File: src/rtl/vram_arbiter.sv
// VRAM arbiter: renderer owns the RAM during DRAW, CPU otherwise.
// CPU writes during DRAW are posted into a one-entry buffer.
module vram_arbiter #(
   parameter int ADDR_W     = 13,
   parameter int DATA_W     = 8,
   parameter int RD_LATENCY = 1,
   parameter int STALL_MODE = 1
) (
   input  logic              clk,
   input  logic              rst,
   input  logic              lcd_ena,
   input  logic [1:0]        phase,
   input  logic [ADDR_W-1:0] ren_addr,
   output logic [DATA_W-1:0] ren_data,
   input  logic              cpu_req,
   input  logic              cpu_we,
   input  logic [ADDR_W-1:0] cpu_addr,
   input  logic [DATA_W-1:0] cpu_wdata,
   output logic              cpu_ack,
   output logic [DATA_W-1:0] cpu_rdata,
   output logic              wbuf_full,
   output logic [ADDR_W-1:0] ram_addr,
   output logic              ram_we,
   output logic [DATA_W-1:0] ram_wdata,
   input  logic [DATA_W-1:0] ram_rdata
);

   typedef enum logic [1:0] {
      IDLE    = 2'd0,
      RD_WAIT = 2'd1,
      ACK     = 2'd2
   } state_e;

   localparam logic [1:0] LAT = 2'(RD_LATENCY);

   state_e              state_q, state_d;
   logic [1:0]          cnt_q, cnt_d;
   logic                wbuf_full_q, wbuf_full_d;
   logic [ADDR_W-1:0]   wbuf_addr_q, wbuf_addr_d;
   logic [DATA_W-1:0]   wbuf_data_q, wbuf_data_d;
   logic [DATA_W-1:0]   rdata_q, rdata_d;

   logic draw_own;
   logic idle_free;
   logic drain;
   logic wr_direct;
   logic rd_issue;
   logic wr_post;
   logic rd_ones;

   assign draw_own = lcd_ena & (phase == 2'd3);

   // Request decode; a pending buffer always drains before any new CPU access
   always_comb begin
      idle_free = (state_q == IDLE) & ~draw_own;
      drain     = idle_free & wbuf_full_q;
      wr_direct = idle_free & ~wbuf_full_q & cpu_req & cpu_we;
      rd_issue  = idle_free & ~wbuf_full_q & cpu_req & ~cpu_we;
      wr_post   = (state_q == IDLE) & draw_own & ~wbuf_full_q
                  & cpu_req & cpu_we;
      rd_ones   = (state_q == IDLE) & draw_own & cpu_req & ~cpu_we
                  & (STALL_MODE == 0);
   end

   always_ff @(posedge clk) begin
      if (rst) begin
         state_q     <= IDLE;
         cnt_q       <= '0;
         wbuf_full_q <= 1'b0;
         wbuf_addr_q <= '0;
         wbuf_data_q <= '0;
         rdata_q     <= '0;
      end else begin
         state_q     <= state_d;
         cnt_q       <= cnt_d;
         wbuf_full_q <= wbuf_full_d;
         wbuf_addr_q <= wbuf_addr_d;
         wbuf_data_q <= wbuf_data_d;
         rdata_q     <= rdata_d;
      end
   end

   always_comb begin
      state_d     = state_q;
      cnt_d       = cnt_q;
      wbuf_full_d = wbuf_full_q;
      wbuf_addr_d = wbuf_addr_q;
      wbuf_data_d = wbuf_data_q;
      rdata_d     = rdata_q;
      unique case (state_q)
         IDLE: begin
            if (drain) begin
               wbuf_full_d = 1'b0;
            end else if (wr_direct) begin
               state_d = ACK;
            end else if (wr_post) begin
               state_d     = ACK;
               wbuf_full_d = 1'b1;
               wbuf_addr_d = cpu_addr;
               wbuf_data_d = cpu_wdata;
            end else if (rd_ones) begin
               state_d = ACK;
               rdata_d = '1;
            end else if (rd_issue) begin
               state_d = RD_WAIT;
               cnt_d   = 2'd1;
            end
         end
         // Capture is driven by the counter alone, so DRAW starting
         // mid-flight cannot corrupt a read already issued
         RD_WAIT: begin
            if (cnt_q == LAT) begin
               state_d = ACK;
               rdata_d = ram_rdata;
            end else begin
               cnt_d = cnt_q + 2'd1;
            end
         end
         ACK:     state_d = IDLE;
         default: state_d = IDLE;
      endcase
   end

   always_comb begin
      ram_addr  = draw_own ? ren_addr : cpu_addr;
      ram_we    = 1'b0;
      ram_wdata = cpu_wdata;
      if (drain) begin
         ram_we    = 1'b1;
         ram_addr  = wbuf_addr_q;
         ram_wdata = wbuf_data_q;
      end else if (wr_direct) begin
         ram_we = 1'b1;
      end
   end

   assign cpu_ack   = (state_q == ACK);
   assign cpu_rdata = rdata_q;
   assign wbuf_full = wbuf_full_q;
   assign ren_data  = ram_rdata;

endmodule
File: config.mk
export PLATFORM = sky130hd
export DESIGN_NAME = vram_arbiter
export DESIGN_NICKNAME = d
export VERILOG_FILES = /design/src/rtl/vram_arbiter.sv
export SDC_FILE = /design/constraint.sdc
export NUM_CORES = 1
export LEC_CHECK = 0
export CAP_MARGIN = 20
export CELL_PAD_IN_SITES_DETAIL_PLACEMENT = 1
export CELL_PAD_IN_SITES_GLOBAL_PLACEMENT = 1
export CORE_ASPECT_RATIO = 1.75
export CORE_MARGIN = 2
export CORE_UTILIZATION = 27
export CTS_CLUSTER_DIAMETER = 150
export CTS_CLUSTER_SIZE = 10
export DETAILED_ROUTE_END_ITERATION = 8
export GPL_ROUTABILITY_DRIVEN = 0
export GPL_TIMING_DRIVEN = 1
export HOLD_SLACK_MARGIN = 0.15
export PLACE_DENSITY = 0.76
export SLEW_MARGIN = 20
export SYNTH_ARGS = -nofsm -noshare
export SYNTH_HDL_FRONTEND = slang
export SYNTH_SLANG_ARGS = --single-unit
File: constraint.sdc
create_clock -name clk -period 1.3 [get_ports clk]
set_input_delay 0.13 -clock clk [delete_from_list [all_inputs] [get_ports clk]]
set_output_delay 0.13 -clock clk [all_outputs]
set_load 0.02 [all_outputs]
After elaboration in Yosys (flattened, before gate mapping):

Cells that the tools add are included.

* mux-type cells: 19
* bitwise operators: 16
* eq/ne operators: 12
* add/subtract/negate cells: 1
* reductions and logical operators: 8

Operator list (count)
* $mux W13: 2
* $mux W2: 9
* $ne A2 B2 Y1 const B: 7
* $and A1 B1 Y1: 11
* $mux W8: 1
* $pmux W2 S2: 2
* $reduce_and A3 Y1: 2
* $reduce_and A6 Y1: 1
* $mux W1: 5
* $not A1 Y1: 5
* $eq A2 B1 Y1 const B: 2
* $eq A2 B2 Y1 const B: 2
* $ne A4 B4 Y1 const B: 1
* $reduce_and A4 Y1: 1
* $reduce_bool A2 Y1: 2
* $add A2 B1 Y2 const B: 1
* $logic_not A2 Y1: 1
* $reduce_and A2 Y1: 1

* output and inout bits: 40
* input port bits: 49
* bits in registers: 34

Depth between registers and ports, before layout:

* word-level depth: 12
* depth in mapped cells: 6

Worst setup path before layout:

No wires, ideal clock.

* kind: register -> output
* start: register state_q[1]
* end: output ram_addr[0]
* cell stages (with the launch flop): 6
* path slack: -0.070 ns
* arrival: 1.240 ns
* cell sequence: dfxtp_1 > buf_2 > nor2_4 > nand3_2 > buf_2 > mux2_2

* longest elaborated chain between the ends: 4

RTL lines
* start: declaration: line 36 `state_e state_q, state_d;`
* start signal: assignment: line 74 `state_q <= state_d;`
* $logic_not A2 Y1: line 55 `idle_free = (state_q == IDLE) & ~draw_own;`
* $and A1 B1 Y1: line 55
* $and A1 B1 Y1: line 56 `drain = idle_free & wbuf_full_q;`
* $mux W13: line 128 `if (drain) begin`
* end: declaration: line 22 `output logic [ADDR_W-1:0] ram_addr,`

No other way between the ends.

Worst setup path after layout:

* start: register state_q[0]
* end: output ram_addr[9]

Same word-level chain as after synthesis.

==> results.py <==
metrics = {
    "placed_design": {
        "portBuffers": 88,
        "placed_area_um2": 3120,
        "detailed_place_hpwl_um": 4280,
    },
    "setup_path": {
        "cp-startpoint": "state_q[0]",
        "r2r-start": "wbuf_full",
        "reg2regPathDepth": 6,
        "worstSetupStartpointType": "flip-flop",
        "cp_max_fo": 5,
        "rr_endpoint": "wbuf_data_q[6]",
        "r2r_setup_slack_ps": -200,
        "crit_arrival_ps": 1560,
        "end_kind": "output pin",
        "crit_required_ps": 1170,
        "critical_path_class": "reg -> out",
        "crit_path_end": "ram_addr[9]",
    },
    "synth": {
        "async_flop_share": 0,
        "syn_inst": 203,
        "syn_nets": 253,
        "seq_area_frac_synth": 0.346,
        "synth_common_cells": "43 x nand2_1, 34 x dfxtp_1, 29 x mux2i_1",
        "syn_area_um2": 1970,
        "ys_ff_latch": 34,
        "synth-main-ff-cell": "dfxtp_1",
        "synth.most_common_cell": "nand2_1",
        "synth-edff-count": 0,
        "yosys_warnings": 0,
        "ys_top_cells_by_area": "dfxtp_1 35%, mux2i_1 15%, mux2_2 11%",
        "synth_top_area_frac": 0.346,
        "syn_area_per_cell_um2": 9.69,
        "synth_largest_area_cell": "dfxtp_1",
        "ys_types": 30,
    },
    "final_layout": {
        "post-route-util": 0.504,
        "fillers": 801,
        "nets": 376,
        "drive_above_1_share": 0.387,
        "syn_to_final_growth_pct": 82.6,
        "design_area_um2": 3590,
        "insertedDiodeCount": 0,
    },
    "job": {
        "maxCapViolCount": 0,
    },
    "worst_hold_path": {
        "holdCritStartpoint": "cpu_wdata[7]",
        "hold_class": "in -> reg",
    },
    "outcome": {
        "status": "complete, but fails checks",
        "violations": "negative setup slack",
    },
    "global_route": {
        "grt_max_degree": 45,
        "grt_pass1_vias": 2066,
        "overflow": 0,
        "grt_pass1_wl_um": 9870,
        "grt_use_total": 0.166,
        "antenna_found_initial": 0,
    },
    "clock_tree": {
        "clockBufferDepth": 2,
        "cts_root_buf": "clkbuf_16",
        "cts_tree": "done",
        "numCtsBuffers": 5,
        "cts_sinks": 34,
        "cts_max_level": 2,
        "clock_latency_ps": 280,
        "path_clk_slew_ps": 50,
    },
    "detailed_routing": {
        "firstDrtPassIters": 4,
        "num_vias": 1927,
        "wl_per_cell_um": 15.7,
        "routed_wl_um": 6460,
        "route.detailed.drc": 0,
        "final_antenna_net_count": 0,
        "viasPerCell": 4.68,
        "drtIter0Drc": 21,
    },
    "timing": {
        "fmax_mhz": 591,
        "clock_skew_ps": 2.35,
        "tightest_slew_ps": 364,
        "rsz0062_at_grt": "yes",
        "fin_crit_ps": 1690,
        "hold_viol_final": 0,
        "fin_crit_sh": 1.30,
        "slew_headroom": 0.758,
        "fin_ws_ps": -393,
        "finalMaxSlewViolations": 0,
        "setup_violations": 44,
    },
    "floorplanning": {
        "initial_core_util": 0.276,
        "coreArea_um2": 7130,
        "ioPinCount": 89,
        "die_area_um2": 8010,
        "num_rows": 41,
        "die_y_um": 117,
        "die_x_um": 68.5,
    },
    "power_and_ir_drop": {
        "power.density_nw_per_um2": 935,
        "peakVddDrop_mv": 1.01,
        "power_leakage_nw": 1.57,
    },
}
-- metrics by stage --
stage / hold WS [ps] / setup TNS [ps] / power, mW / std cells / setup slack [ps]
4_1_cts: 431 / -11080 / 3.27 / 407 / -403
2_1_floorplan: 199 / -424 / 1.60 / 203 / -21.2
3_3_place_gp: 441 / -31430 / 2.03 / 388 / -860
3_5_place_dp: 454 / -32400 / 2.06 / 388 / -894
6_report: 427 / -11030 / 3.36 / 412 / -393
5_1_grt: 447 / -13870 / 3.53 / 412 / -452
-- worst min path at each step --
stage	endpoint	depth (start not counted)
floorplan	cnt_q[0]	1
detailed placement	wbuf_addr_q[0]	2
global placement	wbuf_addr_q[1]	2
global route	wbuf_data_q[7]	3
CTS	wbuf_data_q[5]	3
finish	wbuf_data_q[7]	3
-- layer usage --
layer  vias to the layer above  share of wire  routed length (um)  global-route usage
met1                       920           0.35                2240               0.165
met3                         8          0.053                 344              0.0382
li1                        938              -                   -                   -
met2                        61           0.58                3760               0.317
met5                         -              0                   0                   0
met4                         0          0.018                 115              0.0653
-- area by class of cell --
cell class | instances | area [um2] | share of cell area
repair buffers | 138 | 1410 | 0.392
multi-input cells | 143 | 1240 | 0.346
flip-flops and latches | 34 | 687 | 0.191
clock buffers | 7 | 133 | 0.0369
well taps | 86 | 108 | 0.0300
inverters | 4 | 15.0 | 0.00418
-- power breakdown --
part,internal [mW],leakage [nW],switching (mW)
clock,0.700,0.0640,0.425
combinational,0.632,1.23,0.489
sequential,1.08,0.277,0.0303
-- worst max-delay path: stages (launching register included) --
cell     delay [ps]
dfxtp_2         330
nor2_4          130
nand3_4         100
buf_6           150
buf_16          140
mux2_4          300
buf_6           130
-- logic make-up after synthesis --
kind of cell | after synthesis | synth area share
AO/OA/AOI/OAI | 14 | 0.0490
flip-flops | 34 | 0.346
buffers and inverters | 26 | 0.0821
multiplexers | 64 | 0.367
adder cells (fa/ha/maj) | 1 | 0.00636
AND/OR/NAND/NOR | 64 | 0.149
-- cell usage in the layout, fill, tap and decap left out, types with 2 or more instances in the layout --
master           netlist  final
dfxtp_2                0      5
a2111oi_4              0      3
mux2_2                20     16
dlygate4sd2_1          0     19
nand3b_1               2      2
clkdlybuf4s50_1        0     45
nand3_4                0      2
mux2_1                 5      5
buf_12                 0      4
buf_16                 0      4
buf_6                  2     24
buf_4                 12     38
buf_8                  0      2
nor2_1                11     11
clkbuf_1               5      2
a21oi_1                4      3
nand2_1               43     43
mux2i_1               29     29
dfxtp_1               34     29
mux2_4                10     14
inv_1                  3      2
clkbuf_16              0      5
-- state kept, by name, summed over array words and instances (netlist names) --
name	cells
wbuf_addr_q	13
cpu_rdata	8
wbuf_data_q	8
cnt_q	2
state_q	2
wbuf_full	1
-- repair_timing --
item / 4_1_cts / 5_1_grt
buffers inserted: 7 / 6
hold buffers: 0 / 0
pin swaps: 6 / 6
endpoints found under the setup margin: 64 / 48
resized for setup: 162 / 31
gates cloned: 5 / 0
(Power assumes the default switching activity.)
